[config.mk]
export PLATFORM = sky130hd
export DESIGN_NAME = traffic_light_controller
export DESIGN_NICKNAME = d
export VERILOG_FILES = /design/src/rtl/traffic_light_controller.sv
export SDC_FILE = /design/constraint.sdc
export NUM_CORES = 1
export LEC_CHECK = 0
export CELL_PAD_IN_SITES_DETAIL_PLACEMENT = 1
export CELL_PAD_IN_SITES_GLOBAL_PLACEMENT = 1
export CORE_MARGIN = 4
export CORE_UTILIZATION = 40
export DETAILED_ROUTE_END_ITERATION = 7
export PLACE_DENSITY = 0.83
export SKIP_LAST_GASP = 1
export SYNTH_ARGS = -nofsm -noshare
export SYNTH_HDL_FRONTEND = slang
export SYNTH_SLANG_ARGS = --single-unit
[constraint.sdc]
create_clock -name clk -period 2.45 [get_ports clk]
set_clock_uncertainty 0.2 [all_clocks]
set_input_delay 0.49 -clock clk [delete_from_list [all_inputs] [get_ports clk]]
set_output_delay 0.49 -clock clk [all_outputs]
set_load 0.02 [all_outputs]
[src/rtl/traffic_light_controller.sv]
// Two-road intersection light controller: timed Moore FSM cycling
// main green/yellow/all-red then side green/yellow/all-red.
module traffic_light_controller #(
  parameter int CNT_W         = 8,
  parameter int T_MAIN_GREEN  = 8,
  parameter int T_MAIN_YELLOW = 3,
  parameter int T_SIDE_GREEN  = 5,
  parameter int T_SIDE_YELLOW = 3,
  parameter int T_ALL_RED     = 1
) (
  input  logic clk,
  input  logic rst,
  output logic MR,
  output logic MY,
  output logic MG,
  output logic SR,
  output logic SY,
  output logic SG
);

  typedef enum logic [2:0] {
    MAIN_GREEN  = 3'd0,
    MAIN_YELLOW = 3'd1,
    ALL_RED_1   = 3'd2,
    SIDE_GREEN  = 3'd3,
    SIDE_YELLOW = 3'd4,
    ALL_RED_2   = 3'd5
  } state_t;

  // Terminal count per phase; a zero duration is treated as one cycle.
  function automatic logic [CNT_W-1:0] lim(input int t);
    return (t <= 1) ? '0 : CNT_W'(t - 1);
  endfunction

  localparam logic [CNT_W-1:0] L_MG = lim(T_MAIN_GREEN);
  localparam logic [CNT_W-1:0] L_MY = lim(T_MAIN_YELLOW);
  localparam logic [CNT_W-1:0] L_SG = lim(T_SIDE_GREEN);
  localparam logic [CNT_W-1:0] L_SY = lim(T_SIDE_YELLOW);
  localparam logic [CNT_W-1:0] L_AR = lim(T_ALL_RED);

  state_t           r_state;
  logic [CNT_W-1:0] r_timer;
  state_t           w_next;
  logic [CNT_W-1:0] w_lim;
  logic             w_legal;
  logic             w_adv;

  always_comb begin
    w_next  = MAIN_GREEN;
    w_lim   = '0;
    w_legal = 1'b1;
    case (r_state)
      MAIN_GREEN:  begin w_next = MAIN_YELLOW; w_lim = L_MG; end
      MAIN_YELLOW: begin w_next = ALL_RED_1;   w_lim = L_MY; end
      ALL_RED_1:   begin w_next = SIDE_GREEN;  w_lim = L_AR; end
      SIDE_GREEN:  begin w_next = SIDE_YELLOW; w_lim = L_SG; end
      SIDE_YELLOW: begin w_next = ALL_RED_2;   w_lim = L_SY; end
      ALL_RED_2:   begin w_next = MAIN_GREEN;  w_lim = L_AR; end
      default:     begin w_next = MAIN_GREEN;  w_legal = 1'b0; end
    endcase
  end

  // Illegal encodings recover on the very next edge regardless of timer.
  assign w_adv = !w_legal || (r_timer == w_lim);

  always_ff @(posedge clk or negedge rst) begin
    if (!rst) begin
      r_state <= MAIN_GREEN;
      r_timer <= '0;
    end else if (w_adv) begin
      r_state <= w_next;
      r_timer <= '0;
    end else begin
      r_timer <= r_timer + CNT_W'(1);
    end
  end

  always_comb begin
    MR = 1'b1;
    MY = 1'b0;
    MG = 1'b0;
    SR = 1'b1;
    SY = 1'b0;
    SG = 1'b0;
    case (r_state)
      MAIN_GREEN:  begin MR = 1'b0; MG = 1'b1; end
      MAIN_YELLOW: begin MR = 1'b0; MY = 1'b1; end
      SIDE_GREEN:  begin SR = 1'b0; SG = 1'b1; end
      SIDE_YELLOW: begin SR = 1'b0; SY = 1'b1; end
      default:     ;
    endcase
  end

endmodule

# Yosys cells after proc, flatten, opt, wreduce, memory -nomap -nowiden

Cells that the tools add are included.

Bits in registers: 11
Bits of input ports: 2
Output and inout port bits: 6
Word-level logic and storage cells: 26

Add/sub/neg operators: 1
Eq/ne operators: 6
Muxes and demuxes: 10
Reduce and logical (&&, ||, !) cells: 7

Operators by type and width:

| cell                                                                  | count |
|---|---|
| 3-bit case mux with 5 select lines                                    | 1 |
| 3-bit case mux with 3 select lines                                    | 1 |
| 8-bit by 1-bit adder with 8-bit output, second input constant         | 1 |
| 8-bit equality test                                                   | 1 |
| 8-bit two-way mux                                                     | 1 |
| 1-bit two-way mux                                                     | 7 |
| 3-bit by 2-bit equality test with 1-bit output, second input constant | 2 |
| 3-bit equality test, second input constant                            | 2 |
| 2-bit OR reduction                                                    | 3 |
| 6-bit OR reduction                                                    | 1 |
| 3-bit by 1-bit equality test with 1-bit output, second input constant | 1 |
| 3-bit zero test                                                       | 1 |
| 1-bit zero test                                                       | 1 |
| 1-bit logical OR                                                      | 1 |

# Depth between registers and ports, before layout

Word-level depth: 6
Mapped depth: 7
Gate-level depth less buffers: 6

# Least setup slack after synthesis

No wires, ideal clock.

Path kind: register to register
From: register r_state[2]
To: register r_timer[2]
Slack: 292 ps
Cell stages (with the launch flop): 7
Required time: 2131 ps
Buffers on the path: 1
Library setup time: 119 ps
Arrival: 1839 ps
Clock period less this slack: 2158 ps
Path through: dfrtp_1 > buf_6 > nor3_1 > nand3_1 > a211oi_2 > o221a_4 > nor2_1

Longest elaborated chain between the ends: 6
Elaborated cells between the ends (all ways): 14
Classes of those cells: eq/ne (6); mux (3); reduce/logical (5)

Ends and longest elaborated chain:

| item                                                                           | RTL line | source |
|---|---|---|
| start: declaration                                                             | 41       | `state_t r_state;` |
| start signal: assignment                                                       | 71       | `r_state <= w_next;` |
| 3-bit equality test (tied with other cells)                                    | 52       | `case (r_state)` |
| 2-bit OR reduction (no line) / 6-bit OR reduction (equally long branches)      | --       |  |
| 3-bit case mux with 3 select lines / 1-bit two-way mux (equally long branches) | 52       |  |
| 8-bit equality test / 1-bit zero test (equally long branches)                  | 64       | `assign w_adv = !w_legal \|\| (r_timer == w_lim);` |
| 1-bit logical OR (*)                                                           | 64       |  |
| 8-bit two-way mux (*)                                                          | 70       | `end else if (w_adv) begin` |
| end signal: assignment                                                         | 74       | `r_timer <= r_timer + CNT_W'(1);` |
| end: declaration                                                               | 42       | `logic [CNT_W-1:0] r_timer;` |

Every way passes the cells marked *; elsewhere a longest branch is shown, timed or not.
A chain may end at the register's enable or synchronous reset.

# Worst setup path in the final report

From: register r_state[1]
To: output MR

Longest elaborated chain between the ends: 3
Elaborated cells between the ends (all ways): 4
Classes of those cells: eq/ne (1); mux (1); reduce/logical (2)

Ends and longest elaborated chain:

| item                                                                                     | RTL line | source |
|---|---|---|
| 3-bit by 1-bit equality test with 1-bit output / 3-bit zero test (equally long branches) | 85       | `case (r_state)` |
| 2-bit OR reduction (no line) (*)                                                         | --       |  |
| 1-bit two-way mux (*)                                                                    | 85       |  |
| end: declaration                                                                         | 13       | `output logic MR,` |

Marks and branches as above.

==> summary.md <==
The run finished with clean final reports. The final layout contains routed wiring with a total length of 1740 um. The cell area that synthesis handed to floorplanning was 757 um2. The kind of start point of the critical path was a flip-flop. The fraction of synthesis flops using an asynchronous set or reset pin was 100%. The cell count after synthesis came out at 85. The completed layout was analyzed and its total power is 0.308 mW. After detailed routing, the met2 layer carries 867 um of wire. In this run, synthesis produced a sequential element count of 11.

The clock input transition at the sequential cells of the worst setup and hold paths was 0.06 ns; the estimated wirelength of the detail-placed design was 1310 um. The tightest min-delay check is of the input pin to async pin type. Count of max-cap constraint violations: 0. At the end of the flow, the number of nets in the layout was 96. The endpoint identified for the worst register-to-register timing path is r_state[1]. The critical path endpoint category is a primary output.

The number of antenna diodes in the final layout is 0. The longest clock path from root to sink contains 2 buffers. After detailed routing, the number of remaining DRC violations is 0. The period utilization is 93.8%, and the number of failing hold endpoints at the final stage is 0. At the pin with the least slew margin, the transition time is 0.474 ns. After detailed routing, the met3 layer carries 54 um of wire.

Buffers inserted during clock tree synthesis total 3. The peak ir drop on the vdd network came out at 0.240 mV. Measured along the y axis, the die boundary spans 51.5 um.

The chip width is 51.5 um, and the total number of vias is 638. The setup check on the worst reg-to-reg path leaves a slack of 0.33 ns. After the first detailed-routing iteration, the DRC count stood at 9. The run gives 0.153 ns as the minimum setup slack in the final design. The die covers 2650 um2. The critical path is of the flip-flop to primary output type.

In the routed layout, each cell is associated on average with a via count of 5.45. The worst path needs 2.30 ns of the cycle, external delays included. In this run the power density over the cells is 359 nW/um2. In the final routing, the length of wire on met1 measures 786 um. During synthesis, Yosys emitted a total of 0 warnings. Entering global routing, the biggest net connects 13 pins.

Cells with a size suffix above 1 make up 15.2% of the layout. The final design utilization came out at 48.7%. For the worst setup path, the data arrival time is 1.61 ns. The number of antenna violations at the first check in global routing is 0, and the data required time of the critical path is 1.76 ns. The wire length per cell after detailed routing is 14.8 um. The logs give 15.2% for the total routing resource utilization after global routing and 4 for the first-pass detailed-route iteration total. Count of antenna-violating nets left after detailed routing: 0. Counting distinct cell types in the post-synthesis netlist gives 32.

TritonCTS built the clock tree. For this design the static power due to leakage is 0.394 nW. Routability-driven placement finished with a final weighted congestion of 0.757. The buffers inserted during post-CTS setup optimization is 0. Setup repair after global routing left no endpoint under its margin. Sequential elements use 36.4% of the synthesized area.

The detailed router used layers up to and including met4. From synthesis to final layout, the design area changed by 13.4%. The buffer type at the clock tree root was clkbuf_4. Summed over all failing endpoints, the final setup total negative slack is 0 ns. The H-tree level count came out at 1. Static timing analysis puts the maximum clock frequency at 435 MHz.

The number of endpoints failing setup at the final stage is 0, and the core area is 1760 um2. For this configuration, the core starts out at a cell density of 42.9%. The number of nets in the synthesized netlist came out at 88. After clock tree synthesis, the flow added hold-fix buffers numbering 0. Total number of placement rows: 15. A synthesized cell averages 8.91 um2.

In this run the critical register-to-register path is launched from r_timer[2]. In this run the count of I/O pins placed on the die edge is 8. The worst pin sits at a relative slew slack of 68.3%. In this run the worst path has a maximum fanout of 9. For this run, the leading register cell type out of synthesis is dfrtp_1.

The total overflow left after global routing is 0. The first global-routing pass estimated 2980 um of wire. Yosys mapped a number of flops with a built-in enable equal to 0.

The number of max-slew violations in the final report came out at 0. The tree built by TritonCTS fans out to 11 sinks. Via count of the first global-routing pass: 666. Input and output buffers added on the ports amount to 7. Clock latency on the worst-skew pair, taken at its later pin, is 0.27 ns. Before CTS, the worst setup slack after placement is 0.164 ns. The worst register-to-register path has a depth of 6.
[final cells by class]
type / count / area (um2)
clock buffers: 4 / 26.3
fillers: 216 / 906
inverters: 3 / 11.3
multi-input cells: 65 / 425
flip-flops and latches: 11 / 278
well taps: 25 / 31.3
repair buffers: 9 / 86.3
[synthesized netlist by cell type (all sizes together) (2+ instances only)]
cell type	n	area (um2)
a211oi	4	40.0
a21oi	2	10.0
and3	3	18.8
buf	5	40.0
dfrtp	11	275
inv	3	11.3
nand2	3	11.3
nand2b	2	12.5
nand3	7	35.0
nor2	14	52.6
nor2b	2	12.5
nor3	7	40.0
nor3b	2	15.0
o21ai	2	10.0
xnor2	2	17.5
xor2	5	43.8
[how the worst max path moves through the flow]
stage,startpoint,to,cells after the start
2_1_floorplan,r_state[2],r_timer[2],6
3_3_place_gp,r_state[0],SG,3
3_5_place_dp,r_state[0],SG,3
4_1_cts,r_state[0],MG,2
5_1_grt,r_state[1],MR,2
6_report,r_state[1],MR,2
[sequential cells by signal, indices dropped and copies added (netlist names)]
name     flops
r_timer      8
r_state      3
[per-stage QoR]
step	cell area [um2]	hold slack, ns	instances
2_1_floorplan	757	-0.00559	85
5_1_grt	858	0.382	117
6_report	858	0.341	117
3_5_place_dp	828	0.339	113
4_1_cts	853	0.357	117
3_3_place_gp	828	0.334	113
[where the power goes]
group | internal, mW | switching [mW]
Sequential | 0.182 | 0
Clock | 0.0631 | 0.0584
Combinational | 0.00140 | 0.00324
[placed cells by master, fill, tap and decap left out, types with 2 or more instances in the layout]
| master | n |
|---|---|
| dlymetal6s2s_1 | 2 |
| nor3_1 | 6 |
| clkdlybuf4s50_1 | 2 |
| dlygate4sd2_1 | 3 |
| xnor2_1 | 2 |
| xor2_1 | 5 |
| nand2b_1 | 2 |
| nor2_1 | 14 |
| nand3_1 | 7 |
| clkbuf_4 | 3 |
| nor3b_1 | 2 |
| a21oi_1 | 2 |
| dfrtp_1 | 9 |
| and3_1 | 3 |
| dfrtp_2 | 2 |
| a211oi_1 | 2 |
| inv_1 | 3 |
| buf_4 | 2 |
| a211oi_2 | 2 |
| nor2b_1 | 2 |
| nand2_1 | 3 |
[layer usage]
layer | track usage [%] | vias to the layer above
met3 | 3.44 | 4
li1 | - | 310
met1 | 16.7 | 312
met5 | 0 | -
met4 | 5.24 | 0
met2 | 28.2 | 12
[worst max-delay path, stage by stage (launching register included)]
cell and delay, ns:
dfrtp_2 0.46, or2_2 0.33, clkdlybuf4s50_1 0.54
[cells by family (layout without fill, tap and decap cells)]
kind of cell | count (synthesis) | after routing | share of synthesized area [%]
xor gates and xnor gates | 7 | 7 | 8.10
AOI/OAI and AO/OA | 13 | 13 | 15.5
muxes | 1 | 1 | 1.32
DFF | 11 | 11 | 36.4
buffers and inverters | 9 | 16 | 7.44
adders and majority gates | 1 | 1 | 1.65
and+or+nand+nor | 43 | 43 | 29.6
[what timing repair did]
action,in CTS,in global routing
endpoints found under the setup margin,5,2
endpoints found under the hold margin,0,0
resized for setup,5,2
Power figures use the tool's default switching activity.
